[src/rtl/bram_burst_initiator.sv]
// Burst request generator for a BlockRAM responder port: one command expands into
// one request per address, with credit-limited issue and an in-order read-data FIFO.
module bram_burst_initiator #(
  parameter int unsigned Width               = 8,
  parameter int unsigned AddrWidth           = 8,
  parameter int unsigned MaxOutstanding      = 4,
  parameter int unsigned CLog2MaxOutstanding = 2
) (
  input  logic                             clk,
  input  logic                             reset,
  input  logic [Width+2*AddrWidth+1:0]     cmd,
  input  logic                             cmd_valid,
  output logic                             cmd_bp,
  output logic [Width+AddrWidth:0]         port_req,
  output logic                             port_req_valid,
  input  logic                             port_req_bp,
  input  logic [Width-1:0]                 port_resp,
  input  logic                             port_resp_valid,
  output logic                             port_resp_bp,
  output logic [Width-1:0]                 rd_data,
  output logic                             rd_data_valid,
  input  logic                             rd_data_bp,
  output logic                             busy,
  output logic                             done
);

  localparam int unsigned LenW = AddrWidth + 1;
  localparam int unsigned CntW = CLog2MaxOutstanding + 1;
  localparam int unsigned PtrW = CLog2MaxOutstanding;

  typedef enum logic [1:0] {IDLE, ISSUE, DRAIN, DONE} state_t;

  state_t state, next_state;

  logic                 wr_r;
  logic [AddrWidth-1:0] cur_addr;
  logic [LenW-1:0]      remaining;
  logic [Width-1:0]     fill_r;
  logic [CntW-1:0]      outstanding;
  logic [CntW-1:0]      fifo_count;
  logic [PtrW-1:0]      wr_ptr, rd_ptr;
  logic [Width-1:0]     fifo_mem [MaxOutstanding];

  logic                 cmd_wr;
  logic [AddrWidth-1:0] cmd_addr;
  logic [LenW-1:0]      cmd_len;
  logic [Width-1:0]     cmd_fill;
  logic                 cmd_accept, req_accept, credit, resp_eff, push, pop;

  assign cmd_wr   = cmd[0];
  assign cmd_addr = cmd[AddrWidth:1];
  assign cmd_len  = cmd[2*AddrWidth+1:AddrWidth+1];
  assign cmd_fill = cmd[Width+2*AddrWidth+1:2*AddrWidth+2];

  assign cmd_accept   = (state == IDLE) && cmd_valid;
  assign req_accept   = port_req_valid && !port_req_bp;
  assign credit       = ((CntW+1)'(outstanding) + (CntW+1)'(fifo_count)) < (CntW+1)'(MaxOutstanding);
  // A response with nothing in flight (and no same-cycle request) is ignored.
  assign resp_eff     = port_resp_valid && ((outstanding != '0) || req_accept);
  assign push         = resp_eff && !wr_r;
  assign pop          = rd_data_valid && !rd_data_bp;
  assign port_resp_bp = 1'b0;

  assign rd_data_valid = (fifo_count != '0);
  assign rd_data       = rd_data_valid ? fifo_mem[rd_ptr] : '0;

  // State register
  always_ff @(posedge clk or posedge reset) begin
    if (reset) state <= IDLE;
    else       state <= next_state;
  end

  // Next-state logic
  always_comb begin
    next_state = state;
    case (state)
      IDLE:    if (cmd_valid) next_state = (cmd_len == '0) ? DONE : ISSUE;
      ISSUE:   if (req_accept && (remaining == LenW'(1))) next_state = DRAIN;
      DRAIN:   if ((outstanding == '0) && (fifo_count == '0)) next_state = DONE;
      DONE:    next_state = IDLE;
      default: next_state = IDLE;
    endcase
  end

  // Outputs decoded from registered state and counters
  always_comb begin
    cmd_bp         = 1'b1;
    busy           = 1'b1;
    done           = 1'b0;
    port_req_valid = 1'b0;
    port_req       = '0;
    case (state)
      IDLE: begin
        cmd_bp = 1'b0;
        busy   = 1'b0;
      end
      ISSUE: begin
        if (credit) begin
          port_req_valid = 1'b1;
          port_req       = {cur_addr, (wr_r ? fill_r : Width'(0)), wr_r};
        end
      end
      DONE:    done = 1'b1;
      default: ;
    endcase
  end

  // Burst bookkeeping, in-flight counter and FIFO pointers
  always_ff @(posedge clk or posedge reset) begin
    if (reset) begin
      wr_r        <= 1'b0;
      cur_addr    <= '0;
      remaining   <= '0;
      fill_r      <= '0;
      outstanding <= '0;
      fifo_count  <= '0;
      wr_ptr      <= '0;
      rd_ptr      <= '0;
    end else begin
      if (cmd_accept) begin
        wr_r      <= cmd_wr;
        cur_addr  <= cmd_addr;
        remaining <= cmd_len;
        fill_r    <= cmd_fill;
      end
      if (req_accept) begin
        cur_addr  <= cur_addr + AddrWidth'(1);
        remaining <= remaining - LenW'(1);
      end
      if (req_accept && !resp_eff)      outstanding <= outstanding + CntW'(1);
      else if (!req_accept && resp_eff) outstanding <= outstanding - CntW'(1);
      if (push && !pop)      fifo_count <= fifo_count + CntW'(1);
      else if (!push && pop) fifo_count <= fifo_count - CntW'(1);
      if (push) wr_ptr <= (wr_ptr == PtrW'(MaxOutstanding - 1)) ? '0 : wr_ptr + PtrW'(1);
      if (pop)  rd_ptr <= (rd_ptr == PtrW'(MaxOutstanding - 1)) ? '0 : rd_ptr + PtrW'(1);
    end
  end

  // FIFO storage; contents are masked by fifo_count so no reset is needed
  always_ff @(posedge clk) begin
    if (push) fifo_mem[wr_ptr] <= port_resp;
  end

endmodule

[config.mk]
export PLATFORM = sky130hd
export DESIGN_NAME = bram_burst_initiator
export DESIGN_NICKNAME = d
export VERILOG_FILES = /design/src/rtl/bram_burst_initiator.sv
export SDC_FILE = /design/constraint.sdc
export NUM_CORES = 1
export LEC_CHECK = 0
export CORE_MARGIN = 5
export CORE_UTILIZATION = 52
export DETAILED_ROUTE_END_ITERATION = 8
export PLACE_DENSITY = 0.86
export SYNTH_ARGS = -nofsm -noshare
export SYNTH_HDL_FRONTEND = slang
export SYNTH_SLANG_ARGS = --single-unit
[constraint.sdc]
create_clock -name clk -period 3.48 [get_ports clk]
set_input_delay 0.696 -clock clk [delete_from_list [all_inputs] [get_ports clk]]
set_output_delay 0.696 -clock clk [all_outputs]
set_load 0.02 [all_outputs]
* After elaboration in Yosys (flattened, before gate mapping)
Memory sizes are Yosys's and may differ from the RTL's.
Cells that the tools add are included.
Widths: inputs -> output; s select.
** Cells by class
- Multiplexer cells :: 25
- Order comparisons :: 1
- Eq/ne operators :: 9
- Add/sub/neg operators :: 9
- Reduce and logical (&&, ||, !) cells :: 29
** Operator list (count)
- $mux 17 :: 2
- $mux 8 :: 4
- $mux 9 :: 2
- $mux 2 :: 6
- $mux 3 :: 4
- $logic_and 1x1->1 :: 11
- $eq 9x1->1 const B :: 1
- $logic_not 9->1 :: 1
- $sub 9x1->9 const B :: 1
- $add 8x1->8 const B :: 1
- $eq 2x2->1 const B :: 4
- $pmux 2 s4 :: 1
- $logic_not 1->1 :: 7
- $add 3x1->3 const B :: 2
- $logic_not 3->1 :: 2
- $mux 1 :: 6
- $ne 2x2->1 const B :: 3
- $reduce_bool 2->1 :: 3
- $reduce_bool 3->1 :: 2
- $sub 3x1->3 const B :: 2
- $add 2x1->2 const B :: 2
- $add 3x3->4 :: 1
- $lt 4x3->1 const B :: 1
- $reduce_and 3->1 :: 1
- 3 further kinds :: 3
** Storage, ports and cells
- Bits in writable memories :: 32
- Bits in registers :: 38
- Input bits :: 40
- Logic and storage cells :: 83
- Memories kept :: 1
** Memory list
- fifo_mem :: words 4, width 8, read ports 1, clocked after Yosys merged registers in 0, write ports 1, RTL line 42 : logic [Width-1:0] fifo_mem [MaxOutstanding];

* Longest topological paths before layout
- Depth in word-level cells :: 12
- Depth in mapped cells :: 15
- Gate-level depth less buffers :: 12

* Worst setup path before layout
No wires, ideal clock.
- Path kind :: register to register
- From :: register outstanding[2]
- To :: register fifo_count[2]
- Library setup time :: 0.079 ns
- Arrival time :: 2.979 ns
- Path slack :: 0.422 ns
- Buffers on the path :: 2
- Period minus slack after synthesis :: 3.058 ns
- Cell stages (with the launch flop) :: 13
- Cell sequence :: dfrtp_1 ha_1 or4b_1 buf_2 or3_1 buf_6 a21oi_4 ha_1 inv_1 fa_1 xor2_1 nor2_1 xor2_1
** Between the ends
- Word-level cells in the longest chain between the ends :: 11
- Elaborated cells on any way between the ends :: 14
- Classes of those cells :: add/sub: 1; order compare: 1; mux: 3; reduce/logical: 9
** Ends and longest elaborated chain
- start: declaration :: RTL line 39 : logic [CntW-1:0] outstanding;
- start signal: assignment :: RTL line 130 : if (req_accept && !resp_eff) outstanding <= outstanding + CntW'(1);
- start signal: assignment :: RTL line 131 : else if (!req_accept && resp_eff) outstanding <= outstanding - CntW'(1);
- $add 3x3->4 :: RTL line 57 : assign credit = ((CntW+1)'(outstanding) + (CntW+1)'(fifo_count)) < (CntW+1)'(MaxOutstanding);
- $lt 4x3->1 :: RTL line 57
- $mux 1 :: RTL line 98 : if (credit) begin
- $mux 1 :: RTL line 92 : case (state)
- $logic_and 1x1->1 :: RTL line 56 : assign req_accept = port_req_valid && !port_req_bp;
- $logic_or 1x1->1 * :: RTL line 59 : assign resp_eff = port_resp_valid && ((outstanding != '0) || req_accept);
- $logic_and 1x1->1 * :: RTL line 59
- $logic_and 1x1->1 * :: RTL line 60 : assign push = resp_eff && !wr_r;
- via push :: RTL line 48 : logic cmd_accept, req_accept, credit, resp_eff, push, pop;
- $logic_not 1->1 :: RTL line 133 : else if (!push && pop) fifo_count <= fifo_count - CntW'(1);
- $logic_and 1x1->1 :: RTL line 133
- $reduce_bool 2->1 (no source line)
- end signal: assignment :: RTL line 132 : if (push && !pop) fifo_count <= fifo_count + CntW'(1);
- end signal: assignment :: RTL line 133
- end: declaration :: RTL line 40 : logic [CntW-1:0] fifo_count;
Mark *: on every way through the listed nets, which the timed path passes. The rest lies on a longest branch.
A chain may end at the register's enable or synchronous reset.

* Worst setup path after layout
- From :: register outstanding[2]
- To :: output port_req[14]
** Between the ends
- Word-level cells in the longest chain between the ends :: 4
** Ends and longest elaborated chain
- $add 3x3->4 :: RTL line 57
- $lt 4x3->1 :: RTL line 57
- $mux 17 :: RTL line 98
- $mux 17 :: RTL line 92
- end: declaration :: RTL line 14 : output logic [Width+AddrWidth:0] port_req,
No other way between the ends.

==> metrics.csv <==
metric,value,unit
Slew @ Worst Pin,816,ps
Hold/Removal Path Class,reg -> reg,
post-CTS sizing,0,
Final Setup Violations,0,
die area,8620,sq um
number of global-route vias before repair,2617,
vias,2580,
Global Route met3 Usage,5.61,%
met2 GRT Util,30.2,%
first-pass GRT wire length,13200,um
multi-input combinational cell area,1510,sq um
Fill cells,495,
R2R Path Start,outstanding[2],
PortBufs,69,
register area share after synthesis,53.6,%
met1 usage,26.8,%
initial antenna violation count,0,
Critical Path Sink Type,primary output,
syn_area_per_cell,12.3,sq um
fin util,67.7,%
fmax,299,MHz
Max Slew Vio Count,0,
DPL Wire Length,5860,um
CTS tree,yes,
GR peak layer,met2,
syn nets,348,
post-route setup TNS,0,ps
Worst EP required,2780,ps
Synth cell types,50,
initial core utilization,53.1,%
Iteration-0 DRC Markers,145,
Power Dens Cells,862,nW/um^2
Total Routing Usage GR,19.9,%
GP Congestion,0.907,
Final min period,3340,ps
Post-route DRC,0,
Bufs on Longest Clock Path,2,
cells after synthesis,289,
row count,30,
Root Driver,clkbuf_8,
share of layout cells above drive strength 1,14.0,%
nets,419,
postcts setup bufs,0,
Hold Buf Count CTS,0,
Worst Setup Start Kind,flop,
Max-cap violations,0,
Slew HR,45.2,%
First-pass DRT Iterations,4,
"Reg clk slew, reported paths",80,ps
clock skew,8.34,ps
unrepaired setup endpoints after global routing,false,
clk sink count,70,
H-tree levels,3,
Tcrit/Tclk final,96.0,%
final number of hold-violating endpoints,0,
Leakage,1.82,nW
vias per cell,5.80,
"Max FO, Critical Path",6,
status,"finished, final reports clean",
core area,6720,sq um
"Clk Latency, worst-skew pair",350,ps
hold_sp,remaining[8],
# IOs,71,
Area growth syn-to-layout,27.4,%
WP data arrival,2650,ps
crit path kind,reg -> out,
routed len/inst,17.9,um
Synth Register Bits,70,
largest net degree at the start of global routing,31,
Routed Antenna Nets,0,
"Async S/R FF share, synth",54.3,%
Max VDD drop,0.330,mV
Post-synth EDFFs,32,
TritonCTS buffer count,9,
diode count,0,
routed wire length,7990,um
width of the die,92.8,um
Main synth FF type,dfrtp_1,
worst setup path startpoint,outstanding[2],
Die Y,92.8,um
synth warn,0,
grt ovf,0,
Synth Cell Area,3570,sq um
Sequential cell area,1910,sq um
## cells in the final DEF, fill, tap and decap left out, types with 3 or more instances in the layout
cell type,instances
clkbuf_8,9
and2_1,13
a221o_1,6
edfxtp_1,32
buf_4,5
a21oi_1,8
nand3_1,4
inv_1,16
and3_1,11
o21ai_0,19
dfrtp_1,38
mux2_2,12
nand2_1,15
nor3_1,14
nor2_1,9
nor3b_1,3
xor2_1,4
ha_1,17
nor2b_1,10
mux4_2,8
clkdlybuf4s50_1,69
clkinv_4,3
## kinds of logic after synthesis
logic type	Yosys count	synth area share [%]
AO/OA/AOI/OAI	48	9.36
multiplexers	22	9.40
flip-flops	70	53.6
AND/OR/NAND/NOR	92	14.6
adder cells (fa/ha/maj)	19	7.08
buffers and inverters	31	4.38
XOR/XNOR	6	1.47
other	1	0.105
## cells in the mapped netlist, types with 4 or more instances
| library cell | number | area (sq um) |
|---|---|---|
| ha_1 | 17 | 213 |
| inv_1 | 16 | 60.1 |
| o21ai_0 | 19 | 95.1 |
| nor3_1 | 14 | 70.1 |
| xor2_1 | 4 | 35.0 |
| mux2_2 | 12 | 135 |
| clkbuf_1 | 7 | 26.3 |
| nor2_1 | 9 | 33.8 |
| nand2_1 | 15 | 56.3 |
| nor2b_1 | 10 | 62.6 |
| edfxtp_1 | 32 | 961 |
| mux4_2 | 8 | 180 |
| and2_1 | 13 | 81.3 |
| dfrtp_1 | 38 | 951 |
| a221o_1 | 6 | 60.1 |
| nand3_1 | 4 | 20.0 |
| a21oi_1 | 8 | 40.0 |
| and3_1 | 12 | 75.1 |
## critical path, stage by stage, from the launching register on
cell	delay, ps
dfrtp_1	410
ha_1	320
or4b_1	590
nor3_1	310
clkdlybuf4s50_1	670
## registers in the layout, indices dropped and copies added (netlist names)
signal and cells:
cur_addr 8, fifo_count 3, fifo_mem 32, fill_r 8
outstanding 3, rd_ptr 2, remaining 9, state 2
wr_ptr 2, wr_r 1
## per-layer routing
| layer | share of wire, % | vias up |
|---|---|---|
| li1 | - | 1198 |
| met1 | 42 | 1251 |
| met2 | 48 | 116 |
| met3 | 7.4 | 15 |
| met4 | 1.7 | 0 |
| met5 | 0 | - |
## metrics by stage
stage	cell area (sq um)	total power, mW	hold WS, ps	setup slack [ps]	std cells
final	4550	3.92	493	139	445
after global routing	4550	4.18	519	38.0	445
after CTS	4540	3.94	502	106	445
after detailed placement	4310	3.18	482	192	429
after global placement	4310	3.09	466	323	429
after floorplan	3570	2.56	450	422	289
## path summary, 6_finish.rpt
kind / endpoint / slack, ps / depth (start not counted)
worst max-delay path: port_req[14] / 140 / 4
worst min-delay path: remaining[8] / 490 / 1
worst max register to register: fifo_count[2] / 200 / 10
worst min register to register: remaining[8] / 490 / 1
max in group asynchronous: state[1] / 2140 / 3
min in group asynchronous: fill_r[2] / 620 / 2
## power by group
group / leakage (nW) / internal (mW) / total [mW] / switching [mW]
Sequential: 0.742 / 1.15 / 1.42 / 0.269
Combinational: 0.961 / 0.862 / 1.75 / 0.889
Clock: 0.116 / 0.414 / 0.748 / 0.333
Total: 1.82 / 2.43 / 3.92 / 1.49
## layout make-up
cell class | instances | share of cell area, %
Inverter | 17 | 1.51
Timing Repair Buffer | 74 | 16.0
Tap cell | 80 | 2.20
Sequential cell | 70 | 42.0
Clock inverter | 7 | 2.34
Clock buffer | 9 | 2.72
Multi-Input combinational cell | 188 | 33.2
Note: power is estimated with default switching activity, not from simulation.
